## src/rtl/simd_pkg.sv

```systemverilog
// Shared types and sizes for the SIMD issue sequencer slice.
// Optional feature macro: LANE_MASK_EN (per-lane skip during scalar stepping).
package simd_pkg;

  localparam int unsigned NUM_LANES = 4;
  localparam int unsigned LANE_W    = 2;
  localparam int unsigned ADDR_W    = 8;

  localparam logic [ADDR_W-1:0] PC_RESET_ADDR = 8'd15;

  typedef enum logic {
    RUN   = 1'b0,
    FLUSH = 1'b1
  } state_t;

endpackage

```

## src/rtl/simd_issue_sequencer_if.sv

```systemverilog
// Fetch-side / PC-side signal bundle of the issue sequencer.
// Optional feature macro: LANE_MASK_EN (lane_mask only consumed when defined).
interface simd_issue_sequencer_if;
  import simd_pkg::*;

  logic                 instr_valid;
  logic                 instr_is_vector;
  logic                 stall;
  logic                 branch_taken;
  logic [ADDR_W-1:0]    branch_target;
  logic [NUM_LANES-1:0] lane_mask;

  logic [LANE_W-1:0]    lane_offset;
  logic [NUM_LANES-1:0] lane_enable;
  logic                 issue_valid;
  logic                 pc_vector;
  logic [LANE_W-1:0]    pc_offset;
  logic                 pc_reset;
  logic                 jump_enable;
  logic [ADDR_W-1:0]    jump_address;
  logic                 busy;

  // Fetch / testbench side
  modport master (
    output instr_valid, instr_is_vector, stall, branch_taken, branch_target, lane_mask,
    input  lane_offset, lane_enable, issue_valid, pc_vector, pc_offset, pc_reset,
           jump_enable, jump_address, busy
  );

  // Sequencer side
  modport slave (
    input  instr_valid, instr_is_vector, stall, branch_taken, branch_target, lane_mask,
    output lane_offset, lane_enable, issue_valid, pc_vector, pc_offset, pc_reset,
           jump_enable, jump_address, busy
  );

endinterface

```

## src/rtl/simd_issue_sequencer_lane_stepper.sv

```systemverilog
// Scalar lane counter with current-lane / last-lane decode.
// Optional feature macro: LANE_MASK_EN (skip lanes whose mask bit is 0).
module simd_issue_sequencer_lane_stepper
  import simd_pkg::*;
(
  input  logic                 clk,
  input  logic                 reset,
  input  logic                 step,
  input  logic [NUM_LANES-1:0] lane_mask,
  output logic [LANE_W-1:0]    cnt,
  output logic [LANE_W-1:0]    lane_c,
  output logic                 last_c,
  output logic [NUM_LANES-1:0] lane_en_c,
  output logic [NUM_LANES-1:0] vec_en_c
);

`ifdef LANE_MASK_EN
  logic [NUM_LANES-1:0] mask_q;
  logic [NUM_LANES-1:0] cur_mask;
  logic [LANE_W-1:0]    nxt_lane;
  logic                 found;

  // Counter 0 marks an instruction boundary, so the live mask applies there
  assign cur_mask = (cnt == '0) ? lane_mask : mask_q;

  // Current lane is the first set bit at the boundary; next lane is the next set bit above it
  always_comb begin
    lane_c   = cnt;
    nxt_lane = '0;
    found    = 1'b0;
    if (cnt == '0) begin
      lane_c = '0;
      for (int i = NUM_LANES - 1; i >= 0; i--) begin
        if (cur_mask[i]) lane_c = LANE_W'(i);
      end
    end
    for (int i = 0; i < NUM_LANES; i++) begin
      if (!found && cur_mask[i] && (LANE_W'(i) > lane_c)) begin
        nxt_lane = LANE_W'(i);
        found    = 1'b1;
      end
    end
    last_c    = ~found;
    lane_en_c = cur_mask & (NUM_LANES'(1) << lane_c);
    vec_en_c  = cur_mask;
  end

  // Counter jumps to the next active lane; mask captured on the first beat
  always_ff @(posedge clk) begin
    if (reset) begin
      cnt    <= '0;
      mask_q <= '0;
    end else if (step) begin
      cnt <= last_c ? '0 : nxt_lane;
      if (cnt == '0) mask_q <= lane_mask;
    end
  end
`else
  logic unused_mask;
  assign unused_mask = ^lane_mask;

  // Every lane steps; lane 3 closes the instruction
  always_comb begin
    lane_c    = cnt;
    last_c    = (cnt == LANE_W'(NUM_LANES - 1));
    lane_en_c = NUM_LANES'(1) << cnt;
    vec_en_c  = '1;
  end

  // Counter wraps 3 -> 0 on each scalar beat
  always_ff @(posedge clk) begin
    if (reset) cnt <= '0;
    else if (step) cnt <= cnt + LANE_W'(1);
  end
`endif

endmodule

```

## src/rtl/simd_issue_sequencer.sv

```systemverilog
// Issue controller for the 4-lane SIMD array and its program counter.
// Optional feature macro: LANE_MASK_EN (masked scalar stepping, masked vector enable).
module simd_issue_sequencer
  import simd_pkg::*;
(
  input logic                   clk,
  input logic                   reset,
  simd_issue_sequencer_if.slave bus
);

  state_t               state;
  logic [ADDR_W-1:0]    tgt_q;
  logic [LANE_W-1:0]    cnt;
  logic [LANE_W-1:0]    lane_c;
  logic                 last_c;
  logic [NUM_LANES-1:0] lane_en_c;
  logic [NUM_LANES-1:0] vec_en_c;
  logic                 fire;
  logic                 vec_beat;
  logic                 sc_beat;
  logic                 final_beat;
  logic                 jump_c;

  simd_issue_sequencer_lane_stepper u_stepper (
    .clk       (clk),
    .reset     (reset),
    .step      (sc_beat),
    .lane_mask (bus.lane_mask),
    .cnt       (cnt),
    .lane_c    (lane_c),
    .last_c    (last_c),
    .lane_en_c (lane_en_c),
    .vec_en_c  (vec_en_c)
  );

  // Beat qualification; instruction kind only honoured at a boundary
  always_comb begin
    fire       = (state == RUN) & bus.instr_valid & ~bus.stall & ~reset;
    vec_beat   = fire & bus.instr_is_vector & (cnt == '0);
    sc_beat    = fire & ~vec_beat;
    final_beat = vec_beat | (sc_beat & last_c);
    jump_c     = final_beat & bus.branch_taken;
  end

  // Issue and PC control outputs
  always_comb begin
    bus.issue_valid  = fire;
    bus.pc_reset     = reset;
    bus.pc_vector    = reset | vec_beat;
    bus.lane_enable  = '0;
    bus.lane_offset  = '0;
    bus.pc_offset    = '0;
    bus.jump_enable  = jump_c;
    bus.jump_address = jump_c ? bus.branch_target : tgt_q;
    bus.busy         = (cnt != '0) | (state == FLUSH);
    if (vec_beat) begin
      bus.lane_enable = vec_en_c;
    end else if (sc_beat) begin
      bus.lane_enable = lane_en_c;
      bus.lane_offset = lane_c;
      bus.pc_offset   = last_c ? LANE_W'(NUM_LANES - 1) : lane_c;
    end
  end

  // Run/flush state and last final-beat target
  always_ff @(posedge clk) begin
    if (reset) begin
      state <= RUN;
      tgt_q <= '0;
    end else begin
      if (final_beat) tgt_q <= bus.branch_target;
      case (state)
        RUN:     if (jump_c) state <= FLUSH;
        FLUSH:   state <= RUN;
        default: state <= RUN;
      endcase
    end
  end

endmodule

```

## src/flat_wrapper.sv

```systemverilog
// flat-port wrapper written by rule: the top's interface ports become plain ports
module simd_issue_sequencer_flat import simd_pkg::*;
  (clk, reset, bus_instr_valid, bus_instr_is_vector, bus_stall, bus_branch_taken, bus_branch_target, bus_lane_mask, bus_lane_offset, bus_lane_enable, bus_issue_valid, bus_pc_vector, bus_pc_offset, bus_pc_reset, bus_jump_enable, bus_jump_address, bus_busy);
  simd_issue_sequencer_if bus_i ();
  input logic clk;
  input logic reset;
  input wire logic [$bits(bus_i.instr_valid)-1:0] bus_instr_valid;
  input wire logic [$bits(bus_i.instr_is_vector)-1:0] bus_instr_is_vector;
  input wire logic [$bits(bus_i.stall)-1:0] bus_stall;
  input wire logic [$bits(bus_i.branch_taken)-1:0] bus_branch_taken;
  input wire logic [$bits(bus_i.branch_target)-1:0] bus_branch_target;
  input wire logic [$bits(bus_i.lane_mask)-1:0] bus_lane_mask;
  output wire logic [$bits(bus_i.lane_offset)-1:0] bus_lane_offset;
  output wire logic [$bits(bus_i.lane_enable)-1:0] bus_lane_enable;
  output wire logic [$bits(bus_i.issue_valid)-1:0] bus_issue_valid;
  output wire logic [$bits(bus_i.pc_vector)-1:0] bus_pc_vector;
  output wire logic [$bits(bus_i.pc_offset)-1:0] bus_pc_offset;
  output wire logic [$bits(bus_i.pc_reset)-1:0] bus_pc_reset;
  output wire logic [$bits(bus_i.jump_enable)-1:0] bus_jump_enable;
  output wire logic [$bits(bus_i.jump_address)-1:0] bus_jump_address;
  output wire logic [$bits(bus_i.busy)-1:0] bus_busy;
  assign bus_i.instr_valid = bus_instr_valid;
  assign bus_i.instr_is_vector = bus_instr_is_vector;
  assign bus_i.stall = bus_stall;
  assign bus_i.branch_taken = bus_branch_taken;
  assign bus_i.branch_target = bus_branch_target;
  assign bus_i.lane_mask = bus_lane_mask;
  assign bus_lane_offset = bus_i.lane_offset;
  assign bus_lane_enable = bus_i.lane_enable;
  assign bus_issue_valid = bus_i.issue_valid;
  assign bus_pc_vector = bus_i.pc_vector;
  assign bus_pc_offset = bus_i.pc_offset;
  assign bus_pc_reset = bus_i.pc_reset;
  assign bus_jump_enable = bus_i.jump_enable;
  assign bus_jump_address = bus_i.jump_address;
  assign bus_busy = bus_i.busy;
  simd_issue_sequencer u_core (.clk(clk), .reset(reset), .bus(bus_i));
endmodule
```

## config.mk

```make
export PLATFORM = sky130hd
export DESIGN_NAME = simd_issue_sequencer_flat
export DESIGN_NICKNAME = d
export VERILOG_FILES = /design/src/rtl/simd_pkg.sv /design/src/rtl/simd_issue_sequencer_if.sv /design/src/rtl/simd_issue_sequencer_lane_stepper.sv /design/src/rtl/simd_issue_sequencer.sv /design/src/flat_wrapper.sv
export SDC_FILE = /design/constraint.sdc
export NUM_CORES = 1
export LEC_CHECK = 0
export ABC_CLOCK_PERIOD_IN_PS = 2050
export BUFFER_PORTS_ARGS = -buffer_cell sky130_fd_sc_hd__buf_2
export CAP_MARGIN = 0
export CORE_AREA = 2 2 46 48
export CTS_CLUSTER_SIZE = 25
export DETAILED_ROUTE_END_ITERATION = 6
export DIE_AREA = 0 0 48 50
export HOLD_SLACK_MARGIN = 0.02
export PLACE_DENSITY = 0.74
export SLEW_MARGIN = 5
export SYNTH_ARGS = -nofsm -noshare
export SYNTH_HDL_FRONTEND = slang
export SYNTH_HIERARCHICAL = 1
export SYNTH_SLANG_ARGS = --single-unit
```

## constraint.sdc

```tcl
create_clock -name clk -period 2.05 [get_ports clk]
set_input_delay 0.1025 -clock clk [delete_from_list [all_inputs] [get_ports clk]]
set_output_delay 0.1025 -clock clk [all_outputs]
set_load 0.005 [all_outputs]
```

==> results of run 1 <==
[layer usage]
metal,global-route usage (%),vias up,part of all wire [%],routed length (microns)
met5,0,-,0,0
met2,27.1,20,56,920
met3,2.93,2,5.2,85
met1,15.6,280,38,628
met4,8.11,0,0.85,14
li1,-,317,-,-
[power groups by stage]
| stage | registers, uW | logic [uW] | clock network [uW] |
|---|---|---|---|
| after floorplan | 229 | 54.3 | 0 |
| after global placement | 229 | 79.4 | 0 |
| after detailed placement | 230 | 83.3 | 0 |
| after CTS | 225 | 84.9 | 148 |
| after global routing | 227 | 93.7 | 164 |
| final | 226 | 84.8 | 144 |
[state kept, by name (all words and copies together) (netlist names)]
signal                flops
u_core/state              1
u_core/tgt_q              8
u_core/u_stepper/cnt      2
[Yosys cell counts, drive strengths merged]
library cell | instances | area, sq um
mux2 | 16 | 188
dfxtp | 11 | 220
buf | 10 | 70.1
and2b | 7 | 52.6
nor2 | 7 | 26.3
mux2i | 5 | 50.1
ha | 4 | 50.1
inv | 4 | 15.0
and2 | 2 | 12.5
o21a | 2 | 15.0
a21o | 1 | 7.51
clkinv | 1 | 8.76
conb | 1 | 3.75
nor2b | 1 | 6.26
nor3b | 1 | 7.51
o211ai | 1 | 21.3
o21ai | 1 | 8.76
or3 | 1 | 6.26
or4b | 1 | 10.0
xnor2 | 1 | 8.76
[cells by family (layout without fill, tap and decap cells)]
group | after synthesis | in the layout | share of synthesized area [%]
adder cells (fa/ha/maj) | 4 | 4 | 6.35
AND/OR/NAND/NOR | 20 | 20 | 15.4
AO/OA/AOI/OAI | 5 | 5 | 6.67
multiplexers | 21 | 21 | 30.2
other | 1 | 4 | 0.476
XOR/XNOR | 1 | 1 | 1.11
buffers and inverters | 15 | 46 | 11.9
flip-flops | 11 | 11 | 27.9
[worst reg2reg max path, cell delays in order (launching register included)]
cell and delay, ns:
dfxtp_1 0.38, ha_1 0.31, o21ai_2 0.43, mux2_2 0.39
[worst max-delay path by stage]
| stage | to | cells after the start |
|---|---|---|
| final | bus_jump_address[6] | 6 |
| after global routing | bus_jump_address[2] | 6 |
| after floorplan | u_core/u_stepper/cnt[1] | 5 |
| after global placement | bus_jump_address[5] | 5 |
| after CTS | bus_jump_address[2] | 4 |
| after detailed placement | bus_jump_address[6] | 5 |
[final cells by class]
| cell class | count | area, sq um | share of cell area, % |
|---|---|---|---|
| Clock buffer | 4 | 26.3 | 2.63 |
| Inverter | 5 | 23.8 | 2.38 |
| Multi-Input combinational cell | 55 | 489 | 48.9 |
| Sequential cell | 11 | 221 | 22.2 |
| Tap cell | 27 | 33.8 | 3.38 |
| Timing Repair Buffer | 37 | 205 | 20.5 |
[per-stage QoR]
stage	total power (uW)	util (%)	hold WS, ns
after floorplan	283	-	0.175
after global placement	309	49.9	0.341
after detailed placement	314	49.9	0.348
after CTS	459	51.4	0.0743
after global routing	484	52.6	0.0682
final	454	52.6	0.0786
[what timing repair did]
item,CTS,global route
hold buffers,0,0
pin swaps,0,2
gates resized for setup,1,1
endpoints found under the hold margin,0,0
endpoints found under the setup margin,12,12
setup buffers,0,1
==> impl_metrics.tcl, run 1 <==
set metrics [dict create \
    worst_path_dominant_cell_family "simple AND/OR/NAND/NOR gates" \
    placed_cells 134 \
    num_io_pins 39 \
    yosysSeqAreaShare_pct 27.9 \
    worstReg2RegStart "u_core/u_stepper/cnt[1]" \
    hold_end "u_core/tgt_q[7]" \
    gp_congestion 0.700 \
    cts_buffers 3 \
    antenna_found_initial 0 \
    setup_violations 0 \
    drive_above_1_share_pct 54.5 \
    num_antenna_cells 0 \
    critPathSlowestCell "or4b_4" \
    holdPathStages 2 \
    worstPathRequired_ns 1.95 \
    grt-ovfl-total 0 \
    max-vdd-ir-drop_mv 0.359 \
    p_per_area_nw_per_um2 454 \
    slew_violations 0 \
    hp-class "in2reg" \
    crit_buf_inv 3 \
    path_class "reg2out" \
    worst_setup_path_start_kind "flop" \
    maxCapViolations 0 \
    crit_fanout 10 \
    portBuffers 34 \
    outcome "finished clean" \
    worstReg2RegEnd "u_core/tgt_q[1]" \
    clockRootBuffer "clkbuf_4" \
    p_comb_share_pct 18.7 \
    routed_via_density 4.45 \
    drc 0 \
    arrival_ns 1.87 \
    switchingPower_uw 110 \
    post-dp-hpwl_microns 1310 \
    setup_tns_ns 0 \
    grt_pass1_wl_microns 2520 \
    initial_core_util_pct 41.4 \
    yosys_warnings 6 \
    reg2reg_slack_ns 0.43 \
    clock_latency_ns 0.26 \
    wire_per_inst_microns 11.8 \
    grtUsageTotal_pct 15.3 \
    num_vias 619 \
    fin_crit_sh_pct 96.4 \
    ant_nets 0 \
    die_area_sq_um 2400 \
    placeableCoreArea_sq_um 1900 \
    drt-initial-drc-count 5 \
    syn2layout_area_growth_pct 26.8 \
    power.leakage_uw 0.000574 \
    syn_area_per_cell_sq_um 10.1 \
    min-delay-start "bus_branch_target[7]" \
    synth_seq_cells 11 \
    fmax_mhz 506 \
    finalInstanceArea_sq_um 1000 \
    cts.sinks 11 \
    fp.dieW_microns 48 \
    startpoint "u_core/state" \
    final_cell_mix "34 x buf_2, 14 x mux2_2, 10 x dfxtp_1" \
    final_nets 135 \
    row_count 16 \
    place_area_sq_um 948 \
    crit_path_cell_trace "or4b_4, clkinv_4, o211ai_4, buf_12, mux2_4, buf_2" \
    p_sw_share_pct 24.3 \
    chipHeight_microns 50 \
    cts_max_level 1 \
    pwr-share-seq_pct 49.7 \
    synth_cell_types 22 \
    internal-power_uw 344 \
    tritoncts "built" \
    end_kind "output pin" \
    cts.clk_slew.worst_paths_ns 0.07 \
    nFillCells 181 \
    grt_max_degree 13 \
    dr.pass1.iters 2 \
    final_common_cell "buf_2" \
    period_needed_ns 1.98 \
    pre_cts_ws_ns 0.206 \
    r2r_cells 3 \
    setup_ws_ns 0.0733 \
    p_clk_share_pct 31.6 \
    hold_violations 0 \
    syn_inst 78 \
    routed_wl_microns 1650 \
    finClkSkew_ns 0.00198 \
    cts_buffer_depth 2 \
    final_cells 139 \
    slowest_delay_ns 0.54 \
    grt_pass1_vias 580 \
    netlist_area_sq_um 788 \
]
No activity file was read; power rests on OpenSTA's default activity.
==> inputs of run 2 (changes only) <==
Settings changed: BUFFER_PORTS_ARGS -buffer_cell sky130_fd_sc_hd__buf_2 to -buffer_cell sky130_fd_sc_hd__buf_4.
==> run 2 against run 1 <==
Against the previous run:
- via count up 2.7%
- flip-flop and latch count unchanged
- wire length shrank 6.0%
- clock skew fell by 0.0012 ns
- critical endpoint is now bus_jump_address[5]
- largest cell class unchanged
==> impl_metrics.tcl, run 2 (synthesis gave the netlist of run 1 again) <==
set metrics [dict create \
    antenna_found_initial 0 \
    wire_per_inst_microns 11.2 \
    post-dp-hpwl_microns 1170 \
    wirelength_met1_microns 639 \
    num_vias 636 \
    end_kind "output pin" \
    drive_above_1_share_pct 53.2 \
    cts.clk_slew.worst_paths_ns 0.07 \
    grt_pass1_wl_microns 2550 \
    wl_met3_microns 82 \
    num_io_pins 39 \
    setup_violations 0 \
    drt-initial-drc-count 1 \
    cts.sinks 11 \
    chipHeight_microns 50 \
    slew_violations 0 \
    hp-class "in2reg" \
    max-vdd-ir-drop_mv 0.321 \
    row_count 16 \
    die_area_sq_um 2400 \
    fin_crit_sh_pct 95.4 \
    dr.pass1.iters 4 \
    num_antenna_cells 0 \
    clockRootBuffer "clkbuf_4" \
    period_needed_ns 1.96 \
    max_flop_register "u_core/tgt_q" \
    power.leakage_uw 0.000571 \
    largest_reg_flops 8 \
    hold_violations 0 \
    worst_setup_path_start_kind "flop" \
    maxCapViolations 0 \
    cts_buffers 3 \
    routed_via_density 4.61 \
    routed_wl_microns 1550 \
    final_common_cell "buf_4" \
    tritoncts "built" \
    grt_setup_unrepaired "no" \
    cts_max_level 1 \
    final_cell_mix "35 x buf_4, 14 x mux2_2, 11 x dfxtp_1" \
    syn2layout_area_growth_pct 36.7 \
    hold_buffers 0 \
    gp_congestion 0.711 \
    final_nets 134 \
    place_area_sq_um 1030 \
    initial_core_util_pct 41.4 \
    placeableCoreArea_sq_um 1900 \
    setup_tns_ns 0 \
    arrival_ns 1.85 \
    crit_fanout 6 \
    grtUsageTotal_pct 15.5 \
    finClkSkew_ns 0.000755 \
    reg.largest.list "u_core/tgt_q: 8 flops, u_core/u_stepper/cnt: 2 flops, u_core/state: 1 flops" \
    drc 0 \
    outcome "finished clean" \
    worstPathRequired_ns 1.95 \
    grt_max_degree 14 \
    portBuffers 34 \
    grt-ovfl-total 0 \
    fmax_mhz 511 \
    ant_nets 0 \
    finalInstanceArea_sq_um 1080 \
    grt_pass1_vias 587 \
    path_class "reg2out" \
    cts_buffer_depth 2 \
    p_per_area_nw_per_um2 438 \
    clock_latency_ns 0.27 \
    top_layer_used "met4" \
    fp.dieW_microns 48 \
    wl_met2_microns 800 \
]
run 2: cell count changes in the layout (fill, tap and decap cells not counted):
cell,previous run,this run
buf_2,34,0
o211ai_4,1,2
dfxtp_2,1,0
dfxtp_1,10,11
buf_4,2,35
buf_12,1,0
run 2: metal layers:
| layer | vias up | GRT usage, % |
|---|---|---|
| met5 | - | 0 |
| met4 | 0 | 8.11 |
| met3 | 4 | 4.03 |
| met2 | 22 | 25.3 |
| met1 | 293 | 17.4 |
| li1 | 317 | - |
run 2: metrics by stage:
step / util [%] / cells / hold slack [ns] / power, uW / setup WS, ns
final: 56.6 / 138 / 0.0656 / 471 / 0.0939
after global routing: 56.6 / 138 / 0.0632 / 499 / 0.0121
after CTS: 56.2 / 138 / 0.0558 / 479 / 0.00501
after detailed placement: 53.9 / 133 / 0.345 / 325 / 0.214
after global placement: 53.9 / 133 / 0.337 / 322 / 0.232
after floorplan: - / 81 / 0.175 / 283 / 0.456
run 2: path summary, 6_finish.rpt:
check	cells after the start	slack, ns	end	from
max	5	0.09	bus_jump_address[5]	u_core/state
min	2	0.07	u_core/tgt_q[1]	bus_branch_target[1]
max reg2reg	3	0.36	u_core/tgt_q[2]	u_core/u_stepper/cnt[0]
min reg2reg	2	0.59	u_core/tgt_q[1]	u_core/tgt_q[1]
run 2: layout make-up:
| class | instances | area, sq um |
|---|---|---|
| Fill cell | 177 | 825 |
| Multi-Input combinational cell | 56 | 510 |
| Inverter | 5 | 23.8 |
| Tap cell | 27 | 33.8 |
| Timing Repair Buffer | 35 | 263 |
| Clock buffer | 4 | 26.3 |
| Sequential cell | 11 | 220 |
run 2: repair_timing:
item                       in CTS  in global routing
pin swaps                       1                  0
resized for setup               1                  1
cloned                          1                  0
buffers inserted                0                  0
setup endpoints to repair       9                  3
run 2: worst max-delay path: stages, from the launching register on:
cell      delay (ns)
dfxtp_1         0.31
or4b_4          0.59
clkinv_4        0.11
o211ai_4        0.12
mux2_4          0.32
buf_4           0.13
run 2: where the power goes:
| group | internal, uW | switching [uW] | total, uW |
|---|---|---|---|
| Sequential | 221 | 4.36 | 225 |
| Combinational | 59.6 | 39.0 | 98.6 |
| Clock | 75.4 | 72.3 | 148 |
| Total | 356 | 116 | 471 |
